$ cat src/rtl/edf_irq_claimer.sv
// Core-side claim responder for the EDF interrupt controller: presents the winner to the hart,
// pulses the claim on ack, tracks one in-service interrupt and keeps claim statistics.
module edf_irq_claimer #(
  parameter int unsigned NrIrqs  = 4,
  parameter int unsigned TsWidth = 64,
  localparam int unsigned IdWidth = (NrIrqs > 1) ? $clog2(NrIrqs) : 1
) (
  input  logic               clk_i,
  input  logic               rst_i,
  input  logic [TsWidth-1:0] mtime_i,
  input  logic               irq_valid_i,
  input  logic [IdWidth-1:0] irq_id_i,
  output logic               irq_ready_o,
  output logic               core_irq_o,
  output logic [IdWidth-1:0] core_irq_id_o,
  input  logic               core_ack_i,
  input  logic               core_done_i,
  output logic               in_service_o,
  output logic [IdWidth-1:0] active_id_o,
  input  logic               clear_stats_i,
  output logic [31:0]        claim_cnt_o,
  output logic [31:0]        withdraw_cnt_o,
  output logic [31:0]        lat_max_o
);

  typedef enum logic [1:0] {StIdle, StPend, StClaim, StService} state_e;

  state_e             state, state_next;
  logic               core_irq, core_irq_next;
  logic [IdWidth-1:0] core_irq_id, core_irq_id_next;
  logic               irq_ready, irq_ready_next;
  logic               in_service, in_service_next;
  logic [IdWidth-1:0] active_id, active_id_next;
  logic [TsWidth-1:0] t_arrive, t_arrive_next;
  logic [31:0]        claim_cnt, claim_cnt_next;
  logic [31:0]        withdraw_cnt, withdraw_cnt_next;
  logic [31:0]        lat_max, lat_max_next;

  logic [TsWidth-1:0] lat_diff;
  logic [31:0]        lat_sat;

  // Modular subtraction tolerates a single mtime wrap between arrival and ack.
  always_comb begin
    lat_diff = mtime_i - t_arrive;
    lat_sat  = (lat_diff > TsWidth'(32'hFFFF_FFFF)) ? 32'hFFFF_FFFF : 32'(lat_diff);
  end

  always_comb begin
    state_next        = state;
    core_irq_next     = core_irq;
    core_irq_id_next  = core_irq_id;
    irq_ready_next    = 1'b0;
    in_service_next   = in_service;
    active_id_next    = active_id;
    t_arrive_next     = t_arrive;
    claim_cnt_next    = claim_cnt;
    withdraw_cnt_next = withdraw_cnt;
    lat_max_next      = lat_max;

    unique case (state)
      StIdle: begin
        if (irq_valid_i) begin
          state_next       = StPend;
          core_irq_next    = 1'b1;
          core_irq_id_next = irq_id_i;
          t_arrive_next    = mtime_i;
        end
      end
      StPend: begin
        if (core_ack_i) begin
          // The hart claims the ID it actually saw, not a same-cycle re-arbitration.
          state_next      = StClaim;
          core_irq_next   = 1'b0;
          irq_ready_next  = 1'b1;
          in_service_next = 1'b1;
          active_id_next  = core_irq_id;
          if (lat_sat > lat_max) begin
            lat_max_next = lat_sat;
          end
        end else if (!irq_valid_i) begin
          state_next        = StIdle;
          core_irq_next     = 1'b0;
          withdraw_cnt_next = withdraw_cnt + 32'd1;
        end else begin
          core_irq_id_next = irq_id_i;
        end
      end
      StClaim: begin
        state_next = StService;
      end
      StService: begin
        if (core_done_i) begin
          state_next      = StIdle;
          in_service_next = 1'b0;
          claim_cnt_next  = claim_cnt + 32'd1;
        end
      end
      default: begin
        state_next = StIdle;
      end
    endcase

    if (clear_stats_i) begin
      claim_cnt_next    = '0;
      withdraw_cnt_next = '0;
      lat_max_next      = '0;
    end
  end

  always_ff @(posedge clk_i or posedge rst_i) begin
    if (rst_i) begin
      state        <= StIdle;
      core_irq     <= 1'b0;
      core_irq_id  <= '0;
      irq_ready    <= 1'b0;
      in_service   <= 1'b0;
      active_id    <= '0;
      t_arrive     <= '0;
      claim_cnt    <= '0;
      withdraw_cnt <= '0;
      lat_max      <= '0;
    end else begin
      state        <= state_next;
      core_irq     <= core_irq_next;
      core_irq_id  <= core_irq_id_next;
      irq_ready    <= irq_ready_next;
      in_service   <= in_service_next;
      active_id    <= active_id_next;
      t_arrive     <= t_arrive_next;
      claim_cnt    <= claim_cnt_next;
      withdraw_cnt <= withdraw_cnt_next;
      lat_max      <= lat_max_next;
    end
  end

  assign irq_ready_o    = irq_ready;
  assign core_irq_o     = core_irq;
  assign core_irq_id_o  = core_irq_id;
  assign in_service_o   = in_service;
  assign active_id_o    = active_id;
  assign claim_cnt_o    = claim_cnt;
  assign withdraw_cnt_o = withdraw_cnt;
  assign lat_max_o      = lat_max;

endmodule

$ cat config.mk
export PLATFORM = sky130hd
export DESIGN_NAME = edf_irq_claimer
export DESIGN_NICKNAME = d
export VERILOG_FILES = /design/src/rtl/edf_irq_claimer.sv
export SDC_FILE = /design/constraint.sdc
export NUM_CORES = 1
export LEC_CHECK = 0
export BUFFER_PORTS_ARGS = -buffer_cell sky130_fd_sc_hd__buf_2
export CORE_MARGIN = 1.5
export CORE_UTILIZATION = 25
export DETAILED_ROUTE_END_ITERATION = 6
export GPL_TIMING_DRIVEN = 0
export SETUP_SLACK_MARGIN = 0.2
export SLEW_MARGIN = 20
export SYNTH_ARGS = -nofsm -noshare
export SYNTH_HDL_FRONTEND = slang
export SYNTH_SLANG_ARGS = --single-unit
export TNS_END_PERCENT = 5
$ cat constraint.sdc
create_clock -name clk_i -period 12.7 [get_ports clk_i]
set_input_delay 0.635 -clock clk_i [delete_from_list [all_inputs] [get_ports clk_i]]
set_output_delay 0.635 -clock clk_i [all_outputs]
set_load 0.02 [all_outputs]
==> impl_metrics.ini <==
[routing]
drtIter0Drc = 704
drc = 0
route.detailed.vias_per_inst = 5.03
vias = 12400
wl_met3_mm = 2.02
m1WireLength_mm = 18.6
wl_met2_mm = 20.4
firstDrtPassIters = 5
wl_per_cell_um = 17.2
ant_nets = 0
drt_wl_total_mm = 42.5
maxUsedRoutingLayer = met5

[clock_tree]
postCtsHoldBufs = 0
clock_path_buffers = 2
clkLatencyLatePin_ns = 0.47
path_clk_slew_ns = 0.07
cts_tree = yes
cts_root_buffer = clkbuf_16
post_cts_resized = 0
postCtsSetupBuffers = 0
cts.sinks = 169
cts_made_buffers = 17
cts-htree-levels = 4

[die]
rows = 82
die_w_um = 228
die_area_um2 = 51900
initial_core_util = 0.253
top_level_ports = 175
die_h_um = 228
coreArea_um2 = 50000

[global_route]
antenna_found_initial = 7
grt_usage = 0.165
gr-total-overflow = 0
grt_max_degree = 99
grt_pass1_vias = 12400
grt_pass1_wl_mm = 67.7

[power_and_ir_drop]
p_seq_frac = 0.233
powerDensity_nw_per_um2 = 212
clockPowerShare = 0.187
p_leak_uw = 0.00647
swShare = 0.485
peakVddDrop_mv = 0.109
pwr-share-comb = 0.580
p_sw_uw = 1550
power.total_uw = 3190
power.internal_uw = 1640

[yosys]
synth-edff-count = 0
synth_area_leaders = dfrtp_1 33%, ha_1 9.6%, o21ai_0 5.9%
yosysTopAreaCell = dfrtp_1
synth_cell_types = 69
synth_top_area_share = 0.335
yosys_register_bits = 169
ys_warn_count = 0
synth_common_cells = 193 x nand2_1, 169 x dfrtp_1, 160 x nor2_1
postSynthAreaPerCell_um2 = 7.92
netlist_area_um2 = 12600
yosysMostFrequentCell = nand2_1
syn-num-nets = 1764
netlist_instances = 1594
async_reset_ff_frac = 1.00
seq_area_frac_synth = 0.335
synth-main-ff-cell = dfrtp_1

[timing]
fin_crit_ns = 7.39
rsz0062_at_grt = false
setup_viol_count_final = 0
relSlewSlack = 0.327
max_freq_mhz = 135
report.final.slew_viol_count = 0
skew_ns = 0.0106
hold_viol = 0
tns_ns = 0
worst_pin_slew_ns = 0.984
post-route-period-util = 0.582

[placed_design]
dp_hpwl_mm = 34.0
place_area_um2 = 14400
io_buffers = 173
gp_congestion = 0.923

[setup_path]
r2r_setup_slack_ns = 5.31
r2r_start = t_arrive[0]
path_delay_family = compound AO/OA/AOI/OAI gates
critPathSlowestCell = a2111oi_0
critPathLaunchType = register
critical_path.endpoint_type = register
critPathKind = register to register
cp_num_buf_inv = 2
required_ns = 13.06
rr_endpoint = lat_max_o[18]
crit_path_max_incr_delay_ns = 0.86
worstPathMaxFanout = 10
crit_top_cell = o21ai_0
worstPathArrival_ns = 7.75
crit_chain = ha_1 -> fa_1 -> nand2b_1 -> a21oi_1 -> o21ai_0 -> and3_1 -> a2111oi_0 -> o21ai_0 -> mux2i_1 -> nand4_1 -> nor3_4 -> clkbuf_1 -> nand4_1 -> ha_1 -> nand3_1 -> nor3_1 -> a221oi_1 -> o21ai_0 -> o21bai_1 -> a21oi_1 -> a31oi_1 -> clkbuf_1 -> nor2_1 -> a211oi_1
r2r_cells = 24

[cells_and_area]
final_area_um2 = 15000
finalNetCount = 1957
syn2layout_area_growth_pct = 19.0
drive_gt1_frac = 0.133
num-fill-cells = 5364

[hold_path]
holdCritPathClass = input pin to async pin

[flow_run]
max_cap_violations = 0

[status]
status = finished clean
through the flow:
stage / hold slack (ns) / utilization / std cells / setup WS [ns]
after floorplan: 0.485 / - / 1594 / 6.83
after global placement: 0.490 / 0.287 / 2439 / 5.14
after detailed placement: 0.500 / 0.288 / 2440 / 5.06
after CTS: 0.213 / 0.301 / 2471 / 5.42
after global routing: 0.244 / 0.301 / 2471 / 4.69
final: 0.204 / 0.301 / 2472 / 5.31
state kept, by name (all words and copies together) (netlist names), named ones only:
name and cells:
lat_max_o 32, active_id_o 2, in_service_o 1, state 1
withdraw_cnt_o 32, core_irq_o 1, irq_ready_o 1, claim_cnt_o 32
t_arrive 64, core_irq_id_o 2
kinds of logic (layout without fill, tap and decap cells):
kind of cell	Yosys count	after routing	share of synthesized area
DFF	169	169	0.335
other	0	1	0
muxes	13	13	0.0111
AOI/OAI and AO/OA	429	429	0.207
xor gates and xnor gates	94	94	0.0652
adders and majority gates	98	98	0.0977
buffers and inverters	199	404	0.0623
and+or+nand+nor	592	592	0.222
power by group through the flow:
stage / clock network (uW) / logic [uW] / registers, uW
final: 595 / 1850 / 744
after global placement: 0 / 1810 / 749
after CTS: 617 / 1840 / 744
after global routing: 634 / 2060 / 756
after floorplan: 0 / 1250 / 780
after detailed placement: 0 / 1830 / 754
how the worst max path moves through the flow:
stage / startpoint / to / slack [ns] / depth (start not counted)
3_3_place_gp: mtime_i[0] / lat_max_o[10] / 5.14 / 26
3_5_place_dp: mtime_i[0] / lat_max_o[18] / 5.06 / 26
2_1_floorplan: mtime_i[40] / lat_max_o[0] / 6.83 / 27
4_1_cts: t_arrive[0] / lat_max_o[18] / 5.42 / 24
5_1_grt: t_arrive[15] / lat_max_o[14] / 4.69 / 25
6_report: t_arrive[0] / lat_max_o[18] / 5.31 / 24
per-layer routing:
| layer | GRT usage | vias up |
|---|---|---|
| met5 | 0 | - |
| met4 | 0.0715 | 8 |
| met3 | 0.0333 | 72 |
| met2 | 0.281 | 318 |
| met1 | 0.201 | 5996 |
| li1 | - | 6041 |
final cells by class:
class                   count  area [um2]  share of cell area
diodes                      1        2.50            0.000167
well taps                 672         841              0.0560
inverters                 120         458              0.0305
flip-flops and latches    169        4230               0.282
clock buffers              21         450              0.0300
multi-input cells        1226        7620               0.507
plain buffers              79         337              0.0224
repair buffers            174         893              0.0595
clock inverters            10         193              0.0128
cell usage in the layout, fill, tap and decap left out, drive strengths merged, types with 6 or more instances in the layout:
| cell | count |
|---|---|
| a2111oi | 6 |
| a211oi | 43 |
| a21o | 10 |
| a21oi | 122 |
| and3 | 15 |
| and4 | 9 |
| buf | 190 |
| clkbuf | 84 |
| dfrtp | 169 |
| ha | 97 |
| inv | 121 |
| mux2 | 8 |
| nand2 | 193 |
| nand2b | 13 |
| nand3 | 32 |
| nand4 | 88 |
| nor2 | 162 |
| nor2b | 13 |
| nor3 | 26 |
| nor4 | 7 |
| o211ai | 10 |
| o21a | 17 |
| o21ai | 150 |
| o21bai | 11 |
| o22ai | 8 |
| or2 | 6 |
| or3 | 15 |
| xnor2 | 29 |
| xor2 | 65 |
No activity file was read; power rests on OpenSTA's default activity.
